### src/rtl/luhn_gen.sv
// luhn_gen: Luhn check-digit generator; collects payload, emits check + reversed payload.
// Optional LUHN_GEN_RANGE_CHECK_EN: digits > 9 trap into ERROR instead of being summed.
module luhn_gen #(
  parameter int NUM_DIGITS = 16
) (
  input  logic       CLOCK_50,
  input  logic       RESET_N,
  input  logic       clr,
  input  logic [3:0] in_digit,
  input  logic       in_valid,
  output logic       in_ready,
  output logic [3:0] check_digit,
  output logic       check_valid,
  output logic [3:0] out_digit,
  output logic       out_valid,
  input  logic       out_ready,
  output logic       out_last,
  output logic       error
);

  localparam int PL = NUM_DIGITS - 1;
  localparam int KW = $clog2(NUM_DIGITS);
  localparam logic [KW-1:0] K_LAST = KW'(NUM_DIGITS - 2);
  localparam logic [KW-1:0] I_LAST = KW'(NUM_DIGITS - 1);
  localparam logic PAR = 1'(PL % 2);

  typedef enum logic [2:0] {
    COLLECT,
    COMPUTE,
    EMIT,
    DONE,
    ERROR
  } state_t;

  state_t        state;
  logic [KW-1:0] k;
  logic [KW-1:0] idx;
  logic [3:0]    sum;
  logic [3:0]    mem [PL];

  logic          take;
  logic          dbl;
  logic          bad;
  logic [4:0]    d5;
  logic [4:0]    dv;
  logic [3:0]    acc;
  logic [3:0]    chk;

  function automatic logic [3:0] mod10(input logic [5:0] t);
    if (t >= 6'd30) return 4'(t - 6'd30);
    else if (t >= 6'd20) return 4'(t - 6'd20);
    else if (t >= 6'd10) return 4'(t - 6'd10);
    else return 4'(t);
  endfunction

  // Weight the incoming digit by its position from the check digit.
  always_comb begin
    take = in_valid && in_ready;
    dbl  = (k[0] != PAR);
    d5   = dbl ? {in_digit, 1'b0} : {1'b0, in_digit};
    dv   = (d5 > 5'd9) ? d5 - 5'd9 : d5;
    acc  = mod10(6'(dv) + 6'(sum));
    chk  = (sum == 4'd0) ? 4'd0 : 4'd10 - sum;
`ifdef LUHN_GEN_RANGE_CHECK_EN
    bad  = (in_digit > 4'd9);
`else
    bad  = 1'b0;
`endif
  end

  // Payload store, written in arrival order.
  always_ff @(posedge CLOCK_50 or negedge RESET_N) begin
    if (!RESET_N) begin
      for (int i = 0; i < PL; i++) mem[i] <= '0;
    end else if (!clr && state == COLLECT && take && !bad) begin
      mem[k] <= in_digit;
    end
  end

  // Control FSM with registered handshake and output signals.
  always_ff @(posedge CLOCK_50 or negedge RESET_N) begin
    if (!RESET_N) begin
      state       <= COLLECT;
      k           <= '0;
      idx         <= '0;
      sum         <= '0;
      check_digit <= '0;
      check_valid <= 1'b0;
      out_digit   <= '0;
      out_valid   <= 1'b0;
      out_last    <= 1'b0;
      error       <= 1'b0;
      in_ready    <= 1'b1;
    end else if (clr) begin
      state       <= COLLECT;
      k           <= '0;
      idx         <= '0;
      sum         <= '0;
      check_digit <= '0;
      check_valid <= 1'b0;
      out_digit   <= '0;
      out_valid   <= 1'b0;
      out_last    <= 1'b0;
      error       <= 1'b0;
      in_ready    <= 1'b1;
    end else begin
      unique case (state)
        COLLECT: begin
          if (take) begin
            if (bad) begin
              state    <= ERROR;
              error    <= 1'b1;
              in_ready <= 1'b0;
            end else begin
              sum <= acc;
              k   <= k + 1'b1;
              if (k == K_LAST) begin
                state    <= COMPUTE;
                in_ready <= 1'b0;
              end
            end
          end
        end
        COMPUTE: begin
          check_digit <= chk;
          check_valid <= 1'b1;
          out_digit   <= chk;
          out_valid   <= 1'b1;
          out_last    <= 1'b0;
          idx         <= '0;
          state       <= EMIT;
        end
        EMIT: begin
          if (out_valid && out_ready) begin
            if (idx == I_LAST) begin
              state     <= DONE;
              out_valid <= 1'b0;
              out_last  <= 1'b0;
              out_digit <= '0;
            end else begin
              idx       <= idx + 1'b1;
              out_digit <= mem[K_LAST - idx];
              out_last  <= (idx == K_LAST);
            end
          end
        end
        DONE: begin
          state <= DONE;
        end
        ERROR: begin
          state <= ERROR;
        end
        default: begin
          state <= COLLECT;
        end
      endcase
    end
  end

endmodule

### config.mk
export PLATFORM = sky130hd
export DESIGN_NAME = luhn_gen
export DESIGN_NICKNAME = d
export VERILOG_FILES = /design/src/rtl/luhn_gen.sv
export SDC_FILE = /design/constraint.sdc
export NUM_CORES = 1
export LEC_CHECK = 0
export CORE_MARGIN = 2
export CORE_UTILIZATION = 40
export CTS_BUF_LIST = sky130_fd_sc_hd__clkbuf_8
export DETAILED_ROUTE_END_ITERATION = 12
export DONT_BUFFER_PORTS = 1
export GPL_TIMING_DRIVEN = 1
export HOLD_SLACK_MARGIN = 0.02
export SLEW_MARGIN = 20
export SYNTH_ARGS = -nofsm -noshare
export SYNTH_HDL_FRONTEND = slang
export SYNTH_SLANG_ARGS = --single-unit
### constraint.sdc
create_clock -name CLOCK_50 -period 7.6 [get_ports CLOCK_50]
set_input_delay 0.76 -clock CLOCK_50 [delete_from_list [all_inputs] [get_ports CLOCK_50]]
set_output_delay 0.76 -clock CLOCK_50 [all_outputs]
set_load 0.01 [all_outputs]
---- Word level (Yosys, flattened, before mapping) ----
Cells that the tools add are included.
word-level totals
  register bits after elaboration ......... 87
  bits of input ports ..................... 9
  word-level logic and storage cells ...... 122
cells by class
  add/subtract/negate cells ............... 9
  magnitude comparators ................... 7
  equal/unequal tests ..................... 12
  mux-type cells .......................... 48
  bitwise gates (word level) .............. 2
  reductions and logical operators ........ 19
operator list
  kind                                                                    count
  4-bit two-way mux                                                       21
  60-bit bitwise mux                                                      1
  4-bit binary-select mux with 4-bit select                               1
  4-bit demux with 4-bit select                                           1
  4-bit case mux with 2 select lines                                      2
  3-bit two-way mux                                                       5
  3-bit case mux with 5 select lines                                      1
  4-bit equality test (second input constant)                             3
  6-bit by 5-bit >= comparator with 1-bit output (second input constant)  2
  1-bit two-way mux                                                       12
  3-bit inequality test (second input constant)                           4
  5-bit >= comparator (second input constant)                             2
  5-bit two-way mux                                                       2
  4-bit inverter with 5-bit output                                        2
  3-bit AND reduction                                                     3
  4-bit by 1-bit adder with 4-bit output (second input constant)          2
  2-bit nonzero test                                                      4
  4-bit subtractor (first input constant)                                 2
  4-bit subtractor (second input constant)                                2
  5-bit by 4-bit adder with 6-bit output                                  1
  3-bit by 2-bit equality test with 1-bit output (second input constant)  2
  6-bit by 4-bit >= comparator with 1-bit output (second input constant)  1
  5-bit by 4-bit > comparator with 1-bit output (second input constant)   1
  1-bit logical AND                                                       5
  13 further kinds                                                        15

---- Logic depth before layout (Yosys ltp) ----
Gate-level depths: netlist of the first run.
  word-level depth ........................ 11
  mapped depth ............................ 23
  gate-level depth less buffers ........... 22

---- Worst setup path after synthesis of the first run ----
No wires, ideal clock.
  kind .................................... input to register
  start point ............................. in in_digit[1]
  end point ............................... reg sum[1]
  data arrival time ....................... 4.567 ns
  data required time ...................... 7.458 ns
  slack ................................... 2.891 ns
  stages on the path ...................... 20
  path through ............................ buf_4 > mux2i_1 > ha_1 > or2b_2 > a21oi_2 > or3_4 > o21ai_0 > xnor2_1 > ha_1 > inv_1 > fa_1 > xnor2_1 > inv_1 > ha_1 > a21oi_1 > o31ai_1 > a211o_1 > a21oi_2 > xnor2_1 > a21oi_1
on the way
  word-level cells in the longest chain between the ends .. 11
  elaborated cells between the ends (all ways) .. 17
ends and longest elaborated chain
  item                                                                                                          RTL line  source
  from (decl)                                                                                                   9         input logic [3:0] in_digit,
  5-bit two-way mux *                                                                                           60        d5 = dbl ? {in_digit, 1'b0} : {1'b0, in_digit};
  5-bit by 4-bit subtractor with 5-bit output or 5-bit by 4-bit > comparator with 1-bit output (tied branches)  61        dv = (d5 > 5'd9) ? d5 - 5'd9 : d5;
  5-bit two-way mux *                                                                                           61
  5-bit by 4-bit adder with 6-bit output *                                                                      62        acc = mod10(6'(dv) + 6'(sum));
  6-bit by 4-bit >= comparator with 1-bit output or 4-bit subtractor (tied branches)                            52        else if (t >= 6'd10) return 4'(t - 6'd10);
  4-bit two-way mux                                                                                             52
  4-bit two-way mux                                                                                             51        else if (t >= 6'd20) return 4'(t - 6'd20);
  4-bit two-way mux *                                                                                           50        if (t >= 6'd30) return 4'(t - 6'd30);
  4-bit two-way mux *                                                                                           109       if (take) begin
  4-bit two-way mux *                                                                                           107       unique case (state)
  4-bit two-way mux *                                                                                           94        end else if (clr) begin
  to (signal assigned)                                                                                          86        sum <= '0;
  to (signal assigned)                                                                                          98        sum <= '0;
  to (signal assigned)                                                                                          115       sum <= acc;
  to (decl)                                                                                                     38        logic [3:0] sum;
Mark *: on every way between the ends. The rest lies on a longest branch, timed or not. The select of a mux whose other input is x is not followed.
A chain may end at the register's enable or synchronous reset.

---- Final worst setup path of the first run ----
  start point ............................. reg k[0]
  end point ............................... reg sum[1]
on the way
  word-level cells in the longest chain between the ends .. 11
  elaborated cells between the ends (all ways) .. 17
ends and longest elaborated chain
  item                                                                                                          RTL line  source
  from (decl)                                                                                                   36        logic [KW-1:0] k;
  from (signal assigned)                                                                                        116       k <= k + 1'b1;
  5-bit two-way mux *                                                                                           60
  5-bit by 4-bit subtractor with 5-bit output or 5-bit by 4-bit > comparator with 1-bit output (tied branches)  61
  5-bit two-way mux *                                                                                           61
  5-bit by 4-bit adder with 6-bit output *                                                                      62
  6-bit by 4-bit >= comparator with 1-bit output or 4-bit subtractor (tied branches)                            52
  4-bit two-way mux                                                                                             52
  4-bit two-way mux                                                                                             51
  4-bit two-way mux *                                                                                           50
  4-bit two-way mux *                                                                                           109
  4-bit two-way mux *                                                                                           107
  4-bit two-way mux *                                                                                           94
Marks and branches as above.

==> results of run 1 <==
cells by family (layout without fill, tap and decap cells):
family	count (synthesis)	count (layout)	share of synthesized area, %
fa+ha+maj	24	24	6.15
compound gates	114	114	14.4
mux	60	60	16.0
other cells	1	1	0.0750
buf+inv	44	38	3.68
simple gates	145	145	14.1
flops	87	87	43.5
xor+xnor	12	12	2.10
flip-flops by register name (all words and copies together) (netlist names), 3 cells and up:
| name | cells |
|---|---|
| k | 4 |
| mem | 60 |
| idx | 4 |
| state | 3 |
| out_digit | 4 |
| check_digit | 4 |
| sum | 4 |
layout by cell type, fill, tap and decap left out, types with 2 or more instances in the layout:
cell type,synthesis,final
nand3_1,7,7
nor3b_2,2,2
o21ai_1,4,4
a21oi_2,3,3
nor2b_1,9,9
and3_1,3,3
a21oi_1,25,25
mux4_2,12,12
inv_1,21,21
buf_4,3,2
mux2i_1,13,13
o21ai_0,48,48
mux2_1,26,26
dfrtp_1,86,86
a211o_1,2,2
nand2_1,69,69
nor4_1,2,2
mux2_2,8,8
o31ai_1,3,3
a22o_1,5,5
a211oi_1,5,5
nand3b_1,2,2
ha_1,23,23
clkbuf_8,0,11
nand4_1,6,6
o211ai_1,3,3
nor2_1,25,25
xor2_1,3,3
nor3_1,3,3
xnor2_1,9,9
or2_1,2,2
nand2b_1,6,6
layer usage:
| layer | up-vias | wire, microns |
|---|---|---|
| li1 | 1699 | - |
| met2 | 73 | 5140 |
| met5 | - | 0 |
| met1 | 1750 | 5310 |
| met4 | 0 | 123 |
| met3 | 13 | 502 |
report_power, final:
group	internal (W)	switching (W)
Sequential	0.000500	0.0000310
Clock	0.000136	0.000167
Combinational	0.000167	0.000230
Total	0.000803	0.000428
stage by stage:
step	setup slack (ns)	cell area [sq um]	power [W]	std cells	utilization, %
floorplan	2.89	5000	0.000847	487	-
global placement	2.73	5120	0.000917	634	42.3
detailed placement	2.48	5120	0.000933	634	42.3
CTS	2.48	5300	0.00124	649	43.8
global route	2.03	5300	0.00131	649	43.8
finish	2.41	5300	0.00123	649	43.8
area by class of cell:
type	count	area share [%]
repair buffers	2	0.283
multi-input cells	356	49.8
clock buffers	11	2.85
inverters	21	1.49
well taps	168	3.96
clock inverters	4	0.566
flip-flops and latches	87	41.1
worst max path at each step:
stage	to	slack (ns)	depth (start not counted)
finish	sum[1]	2.41	20
global route	sum[1]	2.03	20
CTS	sum[1]	2.48	19
detailed placement	sum[1]	2.48	19
global placement	sum[1]	2.73	19
floorplan	sum[1]	2.89	20
worst register-to-register path, cell delays in order, from the launching register on:
cell and delay, ns:
dfrtp_1 0.64, mux2i_1 0.36, ha_1 0.22, or2b_2 0.32, a21oi_2 0.20, or3_4 0.19, o21ai_0 0.15, xnor2_1 0.19
ha_1 0.21, inv_1 0.06, fa_1 0.40, xnor2_1 0.52, inv_1 0.21, ha_1 0.25, a21oi_1 0.25, o31ai_1 0.18
o21ai_0 0.20, o211ai_1 0.14, a21oi_2 0.16, xnor2_1 0.12, a21oi_1 0.08
==> impl_metrics.ini, run 1 <==
[timing]
finalHoldViolations = 0
tns_ns = 0
hold_slack_ns = 0.0811
fin_crit_ns = 5.19
min_period_over_period_pct = 68.3
worst_clock_skew_ns = 0.00853
worst_pin_slew_ns = 0.889
timing.final.max_slew_violations = 0
fmax_mhz = 193
max_slew_margin_pct = 40.6
finalSetupViolCount = 0
rsz0062_at_grt = false

[floorplan]
core-area_sq_mm = 0.0121
fp-row-count = 40
die_h_microns = 116
initial_utilization_pct = 41.3
die-area_sq_mm = 0.0134
die_w_microns = 116
io_pins = 22

[grt]
grt_antenna_before_repair = 0
grt-ovfl-total = 0
use_met2_pct = 28.7
busiest_layer = met2
grt_first_pass_wirelength_mm = 18.5
grt_max_degree = 88
grt_pass1_vias = 3611
track_usage_pct = 17.9
grt_util_met3_pct = 5.39
met1_usage_pct = 24.0

[setup_path]
critPathRequiredTime_ns = 7.83
r2r_setup_slack_ns = 2.41
reg2regPathDepth = 20
cp_max_fo = 14
critical_path_class = reg2reg
reg2reg_from = k[0]
critical-path-slowest-cell = dfrtp_1
worstSetupStartpoint = k[0]
critical_path.cell_chain = mux2i_1, ha_1, or2b_2, a21oi_2, or3_4, o21ai_0, xnor2_1, ha_1, inv_1, fa_1, xnor2_1, inv_1, ha_1, a21oi_1, o31ai_1, o21ai_0, o211ai_1, a21oi_2, xnor2_1, a21oi_1
worstSetupStartpointType = flop
cp.arrival_ns = 5.42
path_delay_family = compound AO/OA/AOI/OAI gates
cp-end-kind = flop
cp.buffers_inverters = 2
max_stage_delay_ns = 0.64
r2r-end = sum[1]

[yosys]
syn_avg_cell_area_sq_um = 10.3
synth_cell_types = 63
synthTopCellsByArea = dfrtp_1, mux2_1, ha_1
synth_top_area_share_pct = 43.0
synthFlopType = dfrtp_1
synth-seq-cells = 87
yosys_warnings = 0
yosysSeqAreaShare_pct = 43.5
synth.most_common_cell = dfrtp_1
synthArstFlopShare_pct = 100
synth_top_area_cell = dfrtp_1
synthTopCellsByCount = dfrtp_1, nand2_1, o21ai_0
syn-cell-area_sq_mm = 0.00500
syn_inst = 487
synth_edf_count = 0
syn-num-nets = 520

[clock_tree]
clock-root-buffer = clkbuf_8
postCtsSetupBuffers = 0
clkSinkCount = 87
h-tree-depth = 3
cts_tree = yes
insertion_delay_ns = 0.37
cts_hold_buf = 0
clkTransAtPathRegs_ns = 0.09
cts_buffers = 9
ctsLongestPathBuffers = 2
cts-resized-gates = 0

[layout]
multiInputGateArea_sq_mm = 0.00264
finalNetCount = 510
fill_cells = 1185
drive_above_1_share_pct = 11.4
syn_to_final_growth_pct = 6.03
seq_area_sq_mm = 0.00218
antenna_cells = 0

[detailed_routing]
postRouteAntennaNets = 0
via_per_inst = 5.45
wire_per_inst_microns = 17.1
wl_mm = 11.1
first_pass_iters = 4
first_iter_violations = 271
via_count = 3535
drc_errors = 0

[place]
port_buffers = 0
gp_congestion = 0.838
place.detailed.hpwl_mm = 7.88

[hold_path]
min_path_type = in2async

[pwr]
ir_drop_mv = 0.122
powerDensity_mw_per_mm2 = 232
p_leak_nw = 2.37

[status]
status = completed

[run]
max_cap_violations = 0
Note: power is estimated with default switching activity, not from simulation.
==> run 2, diff against run 1 <==
clock period = 4.8 ns   (was 7.6 ns; I/O delays follow)
==> impl_metrics.ini, run 2 (synthesis gave the netlist of run 1 again) <==
[layout]
final_cell_count_no_fill = 652
fill_cells = 1196
largest_reg_flops = 60
final_cell_mix = dfrtp_1, nand2_1, o21ai_0, mux2_1
final_common_cell = dfrtp_1
multiInputGateArea_sq_mm = 0.00265
antenna_cells = 0
seq_area_sq_mm = 0.00218
syn_to_final_growth_pct = 8.28
finalNetCount = 513
top_register = mem
drive_above_1_share_pct = 12.4

[floorplan]
io_pins = 22
fp-row-count = 40
core-area_sq_mm = 0.0121
die-area_sq_mm = 0.0134
initial_utilization_pct = 41.3
die_h_microns = 116
die_w_microns = 116

[detailed_routing]
wire_per_inst_microns = 16.1
met3_length_microns = 483
drc_errors = 0
via_per_inst = 5.36
via_count = 3495
first_iter_violations = 295
top_layer_used = met4
first_pass_iters = 4
postRouteAntennaNets = 0
wl_mm = 10.5
wl_met2_mm = 4.69
wl_met1_mm = 5.15

[timing]
timing.final.max_slew_violations = 0
rsz0062_at_grt = false
tns_ns = 0
finalSetupViolCount = 0
fin_crit_ns = 4.41
worst_clock_skew_ns = 0.0119
worst_pin_slew_ns = 0.899
fmax_mhz = 227
max_slew_margin_pct = 39.9
min_period_over_period_pct = 91.9
finalHoldViolations = 0

[setup_path]
cp_max_fo = 5
r2r_setup_slack_ns = 0.39
reg2regPathDepth = 20
reg2reg_from = k[0]
worstSetupStartpointType = flop
critPathRequiredTime_ns = 5.03
critical_path_class = reg2reg
cp.arrival_ns = 4.64
r2r-end = sum[1]
cp-end-kind = flop

[clock_tree]
clock-root-buffer = clkbuf_8
ctsLongestPathBuffers = 2
insertion_delay_ns = 0.36
h-tree-depth = 3
clkSinkCount = 87
cts_buffers = 9
clkTransAtPathRegs_ns = 0.09
cts_tree = yes

[grt]
grt_max_degree = 88
grt-ovfl-total = 0
track_usage_pct = 17.1
grt_antenna_before_repair = 0
grt_first_pass_wirelength_mm = 18.0
grt_pass1_vias = 3571

[pwr]
comb_power_share_pct = 31.3
p_leak_nw = 2.43
seqPwrFrac_pct = 39.5
powerDensity_mw_per_mm2 = 391
p_sw_w = 0.000695
power.share.switching_pct = 32.8
p_clk_share_pct = 29.2
internal_power_w = 0.00142
ir_drop_mv = 0.214

[status]
status = completed

[run]
max_cap_violations = 0

[hold_path]
min_path_type = in2async

[place]
gp_congestion = 0.806
port_buffers = 0
dp_cells = 636
place.detailed.hpwl_mm = 7.58
## run 2: worst max path at each step
| stage | cells past startpoint | start | end |
|---|---|---|---|
| 2_1_floorplan | 20 | k[0] | sum[1] |
| 3_3_place_gp | 19 | in_digit[1] | sum[1] |
| 3_5_place_dp | 20 | in_digit[1] | sum[1] |
| 4_1_cts | 20 | k[0] | sum[1] |
| 5_1_grt | 20 | k[0] | sum[1] |
| 6_report | 20 | k[0] | sum[1] |
## run 2: per-layer routing
metal	vias up	track usage [%]
met5	-	0
met4	0	5.24
met3	16	3.45
met2	73	26.7
met1	1693	24.2
li1	1713	-
## run 2: per-stage QoR
step	instance area, sq um	setup slack (ns)	power, W	utilization (%)	hold WS (ns)
floorplan	5000	0.332	0.00134	-	0.184
global placement	5140	0.457	0.00148	42.4	0.190
detailed placement	5140	0.306	0.00148	42.4	0.190
CTS	5410	0.318	0.00213	44.6	0.0220
global route	5420	0.0421	0.00225	44.7	0.0249
finish	5420	0.388	0.00212	44.7	0.0133
## run 2: worst max-delay path, stage by stage, from the launching register on
cell and delay [ns]:
dfrtp_1 0.43, mux2i_2 0.30, ha_1 0.21, or2b_2 0.32, a21oi_2 0.16, or3_4 0.17, o21ai_0 0.14, xnor2_1 0.20
ha_1 0.22, inv_1 0.07, fa_1 0.41, xnor2_2 0.19, inv_1 0.12, ha_1 0.21, a21oi_1 0.25, o31ai_1 0.19
o21ai_0 0.20, o211ai_1 0.14, a21oi_2 0.15, xnor2_1 0.12, a21oi_1 0.08
## run 2: repair_timing
action                                  CTS  global route
hold endpoints to repair                 87             0
resized for setup                         0             3
buffers inserted                          0             0
hold buffers                              1             0
endpoints found under the setup margin    0             1
## run 2: power by group through the flow
stage                     Clock (W)  Combinational [W]  Sequential, W
after floorplan                   0           0.000502       0.000839
after global placement            0           0.000631       0.000849
after detailed placement          0           0.000632       0.000852
after CTS                  0.000638           0.000655       0.000838
after global routing       0.000669           0.000738       0.000847
final                      0.000618           0.000664       0.000838
## run 2: final cells by class
type	instances	share of cell area (%)
clock inverter	6	2.15
timing repair buffer	5	1.06
multi-input combinational	356	48.9
inverter	21	1.46
tap	168	3.88
sequential	87	40.2
clock buffer	9	2.29
